===== src/rtl/ldl_fifo_rd_stream_if.sv =====
// ldl_fifo_rd_stream_if: registered valid/ready stream produced by the FIFO
// read-side adapter. The adapter drives the master side. The consumer
// (or testbench) drives the slave side.
interface ldl_fifo_rd_stream_if #(
    parameter int DW = 8
);
    logic          m_valid;
    logic          m_ready;
    logic [DW-1:0] m_data;

    modport master (
        output m_valid,
        output m_data,
        input  m_ready
    );

    modport slave (
        input  m_valid,
        input  m_data,
        output m_ready
    );
endinterface


===== src/rtl/ldl_fifo_rd_stream.sv =====
// ldl_fifo_rd_stream: turns the synchronous FIFO's read port (re/empty/dout,
// with one cycle of RAM read latency) into a registered valid/ready stream.
// A 2-entry output buffer (slot0/slot1) and a one-bit in-flight tracker
// (rd_pend) let the block sustain one word per cycle. Reads are issued only
// when the returning word is guaranteed a free slot.
// Optional feature: define LDL_FIFO_RD_STREAM_CNT_EN to add the 32-bit
// xfer_cnt output. It counts accepted output words, is cleared only by rst,
// and wraps.
module ldl_fifo_rd_stream #(
    parameter int DW = 8
) (
    input  logic                   clk,
    input  logic                   rst,
    input  logic                   flush,
    input  logic                   fifo_empty,
    output logic                   fifo_re,
    input  logic [DW-1:0]          fifo_dout,
    ldl_fifo_rd_stream_if.master   m,
    output logic [1:0]             occ
`ifdef LDL_FIFO_RD_STREAM_CNT_EN
    ,
    output logic [31:0]            xfer_cnt
`endif
);

    logic [1:0]    occ_q;
    logic          valid_q;
    logic          rd_pend;
    logic [DW-1:0] slot0;
    logic [DW-1:0] slot1;
    logic          pop;
    logic [2:0]    occ_sum;

    // valid_q always equals (occ_q != 0). It is kept as its own flop so that
    // m_valid comes straight from a register.
    assign pop     = valid_q & m.m_ready;

    // Occupancy once this cycle's returning word and this cycle's pop are
    // accounted for. The sum is held in 3 bits so the issue compare cannot wrap.
    assign occ_sum = {1'b0, occ_q} + {2'b00, rd_pend} - {2'b00, pop};

    // Issue a read only if its data, arriving next cycle, will have a free slot.
    assign fifo_re = !rst && !fifo_empty && !flush && (occ_sum <= 3'd1);

    assign occ       = occ_q;
    assign m.m_valid = valid_q;
    assign m.m_data  = slot0;

    // Occupancy, valid flag and in-flight tracker. Flush empties the buffer.
    // Because fifo_re is held low during flush, no read is left in flight
    // afterwards.
    always_ff @(posedge clk or posedge rst) begin
        if (rst) begin
            occ_q   <= 2'd0;
            valid_q <= 1'b0;
            rd_pend <= 1'b0;
        end else begin
            rd_pend <= fifo_re;
            if (flush) begin
                occ_q   <= 2'd0;
                valid_q <= 1'b0;
            end else begin
                occ_q   <= occ_sum[1:0];
                valid_q <= (occ_sum != 3'd0);
            end
        end
    end

    // Buffer slots: slot0 is the head presented on m_data. Returning data goes
    // into the first slot that is free after any pop, which preserves FIFO
    // order. Data returning during a flush is dropped.
    always_ff @(posedge clk or posedge rst) begin
        if (rst) begin
            slot0 <= '0;
            slot1 <= '0;
        end else if (!flush) begin
            if (rd_pend) begin
                case (occ_q)
                    2'd0: slot0 <= fifo_dout;
                    2'd1: begin
                        if (pop) begin
                            slot0 <= fifo_dout;
                        end else begin
                            slot1 <= fifo_dout;
                        end
                    end
                    default: begin
                        slot0 <= slot1;
                        slot1 <= fifo_dout;
                    end
                endcase
            end else if (pop && (occ_q == 2'd2)) begin
                slot0 <= slot1;
            end
        end
    end

    // A returning word with both slots full and no pop would be lost. The
    // issue rule is meant to make this unreachable.
    no_capture_overflow: assert property (
        @(posedge clk) disable iff (rst)
        !(rd_pend && (occ_q == 2'd2) && !pop)
    );

`ifdef LDL_FIFO_RD_STREAM_CNT_EN
    // Transfer counter: counts every pop, including one in a flush cycle.
    // It wraps at 2^32 and only rst clears it.
    always_ff @(posedge clk or posedge rst) begin
        if (rst) begin
            xfer_cnt <= 32'd0;
        end else if (pop) begin
            xfer_cnt <= xfer_cnt + 32'd1;
        end
    end
`endif

endmodule


===== src/flat_wrapper.sv =====
// flat-port wrapper written by rule: the top's interface ports become plain ports
module ldl_fifo_rd_stream_flat 
#(
    parameter int DW = 8
)
  (clk, rst, flush, fifo_empty, fifo_re, fifo_dout, occ, m_m_valid, m_m_data, m_m_ready);
  ldl_fifo_rd_stream_if #(.DW(DW)) m_i ();
  input  logic clk;
  input  logic rst;
  input  logic flush;
  input  logic fifo_empty;
  output logic fifo_re;
  input  logic [DW-1:0] fifo_dout;
  output logic [1:0] occ;
  output wire logic [$bits(m_i.m_valid)-1:0] m_m_valid;
  output wire logic [$bits(m_i.m_data)-1:0] m_m_data;
  input wire logic [$bits(m_i.m_ready)-1:0] m_m_ready;
  assign m_m_valid = m_i.m_valid;
  assign m_m_data = m_i.m_data;
  assign m_i.m_ready = m_m_ready;
  ldl_fifo_rd_stream #(.DW(DW)) u_core (.clk(clk), .rst(rst), .flush(flush), .fifo_empty(fifo_empty), .fifo_re(fifo_re), .fifo_dout(fifo_dout), .m(m_i), .occ(occ));
endmodule

===== config.mk =====
export PLATFORM = sky130hd
export DESIGN_NAME = ldl_fifo_rd_stream_flat
export DESIGN_NICKNAME = d
export VERILOG_FILES = /design/src/rtl/ldl_fifo_rd_stream_if.sv /design/src/rtl/ldl_fifo_rd_stream.sv /design/src/flat_wrapper.sv
export SDC_FILE = /design/constraint.sdc
export NUM_CORES = 1
export LEC_CHECK = 0
export ABC_AREA = 0
export CAP_MARGIN = 10
export CORE_MARGIN = 5
export CORE_UTILIZATION = 47
export CTS_CLUSTER_SIZE = 24
export DETAILED_ROUTE_END_ITERATION = 12
export PLACE_DENSITY = 0.81
export SLEW_MARGIN = 20
export SYNTH_ARGS = -nofsm -noshare
export SYNTH_HDL_FRONTEND = slang
export SYNTH_SLANG_ARGS = --single-unit

===== constraint.sdc =====
create_clock -name clk -period 2.71 [get_ports clk]
set_clock_uncertainty 0.15 [all_clocks]
set_input_delay 0.542 -clock clk [delete_from_list [all_inputs] [get_ports clk]]
set_output_delay 0.542 -clock clk [all_outputs]
set_load 0.005 [all_outputs]

==> impl_metrics.csv <==
group,metric,value,unit
status,status,"complete, but fails checks",
status,violations,"setup timing",
die,io_pins,25,
die,dieArea,3050,um^2
power,total_power,1350,uW
routing,ant_nets,0,
yosys,syn_nets,83,
power,power.leakage,0.000655,uW
finish,area_growth,40.8,%
yosys,syn_area_per_cell,14.1,um^2
setup_path,critical_path_peak_fanout,2,
global_route,grt_max_degree,21,
die,die_height,55.2,um
timing,maxSlewHeadroom,51.5,%
timing,grt_setup_unrepaired,"yes",
yosys,syn_area,962,um^2
global_route,gr-total-overflow,0,
routing,drtIter0Drc,3,
power,ir_worst_vdd,717,uV
min_path,hold_class,"reg -> reg",
cts,cts_max_level,1,
routing,dr.pass1.iters,2,
yosys,synth_xor_area_share,1.82,%
placement,portBuffers,24,
placement,pre_cts_slack,-0.849,ns
finish,finalInstanceArea,1360,um^2
timing,timing.fmax,362,MHz
cts,clockBufferDepth,2,
die,die_w,55.2,um
yosys,synth_fa_ha_area_share,3.38,%
yosys,synth.top_cell.area_share,52.0,%
timing,finalSetupViolCount,1,
routing,wl,1860,um
cts,cts_hold_buf,0,
yosys,yosysTopAreaCell,"dfrtp_1",
cts,clk_latency,0.30,ns
yosys,synthCells,68,
finish,n_antenna_cell,0,
yosys,synth.area.mux_share,31.2,%
setup_path,worstSetupEndpointType,"output pin",
yosys,synth-simple-area-share,5.98,%
placement,place_hpwl,1360,um
cts,root_buffer,"clkbuf_4",
setup_path,worstPathRequired,2.02,ns
yosys,ys_types,20,
finish,utilization,69.1,%
timing,worst_pin_slew,0.727,ns
placement,dpl_cell_area,1260,um^2
setup_path,r2r-start,"u_core.m.m_valid",
die,rows,16,
routing,vias,625,
routing,routed-wl-met3,76,um
yosys,synth_top_family_by_area,"multiplexers",
routing,wl_per_cell,14.6,um
routing,top_layer,"met4",
yosys,ys_seq_area_share,52.0,%
routing,route.detailed.drc,0,
cts,clock_sinks,20,
placement,gp_congestion,0.742,
cts,cts_tree,"built",
setup_path,worstReg2RegEnd,"u_core.m.m_valid",
finish,layout-drive-gt1-share,45.5,%
yosys,yosysWarnings,0,
finish,finish.net_count,117,
min_path,worstHoldStart,"u_core.slot1[1]",
die,initial_core_util,49.0,%
timing,period_share,102,%
die,core-area,1960,um^2
min_path,hold_depth,1,
timing,finalHoldViolations,0,
yosys,synthTopCellsByArea,"dfrtp_1, mux2_2, mux2_4",
timing,fin_crit,2.76,ns
cts,clkSlewWorstSetupHoldPaths,0.11,ns
cts,numCtsBuffers,3,
min_path,hold_end,"u_core.slot1[1]",
yosys,synth_compound_area_share,2.73,%
global_route,grt_pass1_vias,724,
global_route,grt_use_total,13.9,%
run,cap_viol_max_count,0,
setup_path,crit_type,"reg -> out",
yosys,ys_seq_elements,20,
global_route,grt_pass1_wl,3350,um
setup_path,reg2reg_setup_slack,0.72,ns
setup_path,worst_r2r_path_depth,9,
routing,avgViaCountPerCell,4.88,
timing,setup_ws,-0.0529,ns
power,pwr_density_cell,996,nW/um^2
timing,slew_violations,0,
global_route,antenna_found_initial,0,
routing,dr_wl_met2,915,um
setup_path,worst_setup_path_start_kind,"flop",
setup_path,cp.arrival,2.07,ns
routing,met1_length,837,um
==> worst max-delay path, cell delays in order, from the launching register on <==
cell	delay, ns
dfrtp_1	0.41
nand2_2	0.10
xnor2_2	0.12
ha_2	0.20
inv_2	0.04
fa_2	0.54
nand2_2	0.07
nor4_4	0.14
buf_2	0.15
==> synth_stat cells, drive strengths merged <==
| cell | number |
|---|---|
| a21oi | 2 |
| and2b | 1 |
| buf | 2 |
| dfrtp | 20 |
| fa | 1 |
| ha | 1 |
| inv | 3 |
| mux2 | 24 |
| nand2 | 2 |
| nand2b | 1 |
| nor2 | 4 |
| nor2b | 1 |
| nor4 | 1 |
| o21ai | 1 |
| o21bai | 1 |
| or3b | 1 |
| xnor2 | 2 |
==> cell type report <==
cell class	count	area (um^2)
inverter	3	11.3
timing repair buffer	31	283
sequential	20	500
clock buffer	3	22.5
multi-input combinational	43	474
fill	167	607
tap	27	33.8
clock inverter	1	30.0
==> flip-flops by register name (all words and copies together), names as in the netlist <==
name / count
u_core.rd_pend: 1
u_core.occ: 2
u_core.m.m_valid: 1
u_core.slot1: 8
u_core.m.m_data: 8
==> layout by cell type, fill, tap and decap left out, drive strengths merged, types with 2 or more instances in the layout <==
cell           netlist  routed
dfrtp               20      20
buf                  2       9
a21oi                2       2
xnor2                2       2
inv                  3       3
clkdlybuf4s50        0      22
mux2                24      24
nand2                2       2
nor2                 4       4
clkbuf               0       3
==> how the worst max path moves through the flow <==
stage / start / endpoint / slack [ns] / cells past startpoint
2_1_floorplan: m_m_ready / fifo_re / 0.22 / 8
3_3_place_gp: m_m_ready / fifo_re / -0.80 / 10
3_5_place_dp: m_m_ready / fifo_re / -0.85 / 10
4_1_cts: u_core.m.m_valid / fifo_re / -0.25 / 9
5_1_grt: u_core.m.m_valid / fifo_re / -0.18 / 8
6_report: u_core.m.m_valid / fifo_re / -0.05 / 8
==> cell families after synthesis <==
kind of cell,count (synthesis)
AOI/OAI and AO/OA,4
adders and majority gates,2
buffers and inverters,5
xor gates and xnor gates,2
muxes,24
DFF,20
and+or+nand+nor,11
==> per-layer routing <==
| metal | GRT usage [%] | up-vias |
|---|---|---|
| met3 | 3.03 | 2 |
| met5 | 0 | - |
| met4 | 8.33 | 0 |
| met2 | 21.1 | 15 |
| li1 | - | 299 |
| met1 | 17.9 | 309 |
==> power by group <==
part | switching (uW) | total (uW) | internal, uW
clock | 93.3 | 243 | 149
combinational | 208 | 620 | 413
sequential | 67.2 | 487 | 420
==> through the flow <==
stage	TNS, ns	hold slack, ns	instances
finish	-0.0529	0.371	128
CTS	-0.250	0.371	127
global placement	-0.800	0.334	123
detailed placement	-0.849	0.342	123
floorplan	0	0.326	68
global route	-0.176	0.388	128
==> what timing repair did <==
| item | in CTS | in global routing |
|---|---|---|
| resized for setup | 14 | 2 |
| pin swaps | 7 | 7 |
| gates cloned | 0 | 0 |
| endpoints found under the setup margin | 1 | 1 |
| buffers inserted | 0 | 1 |
(Power assumes the default switching activity.)
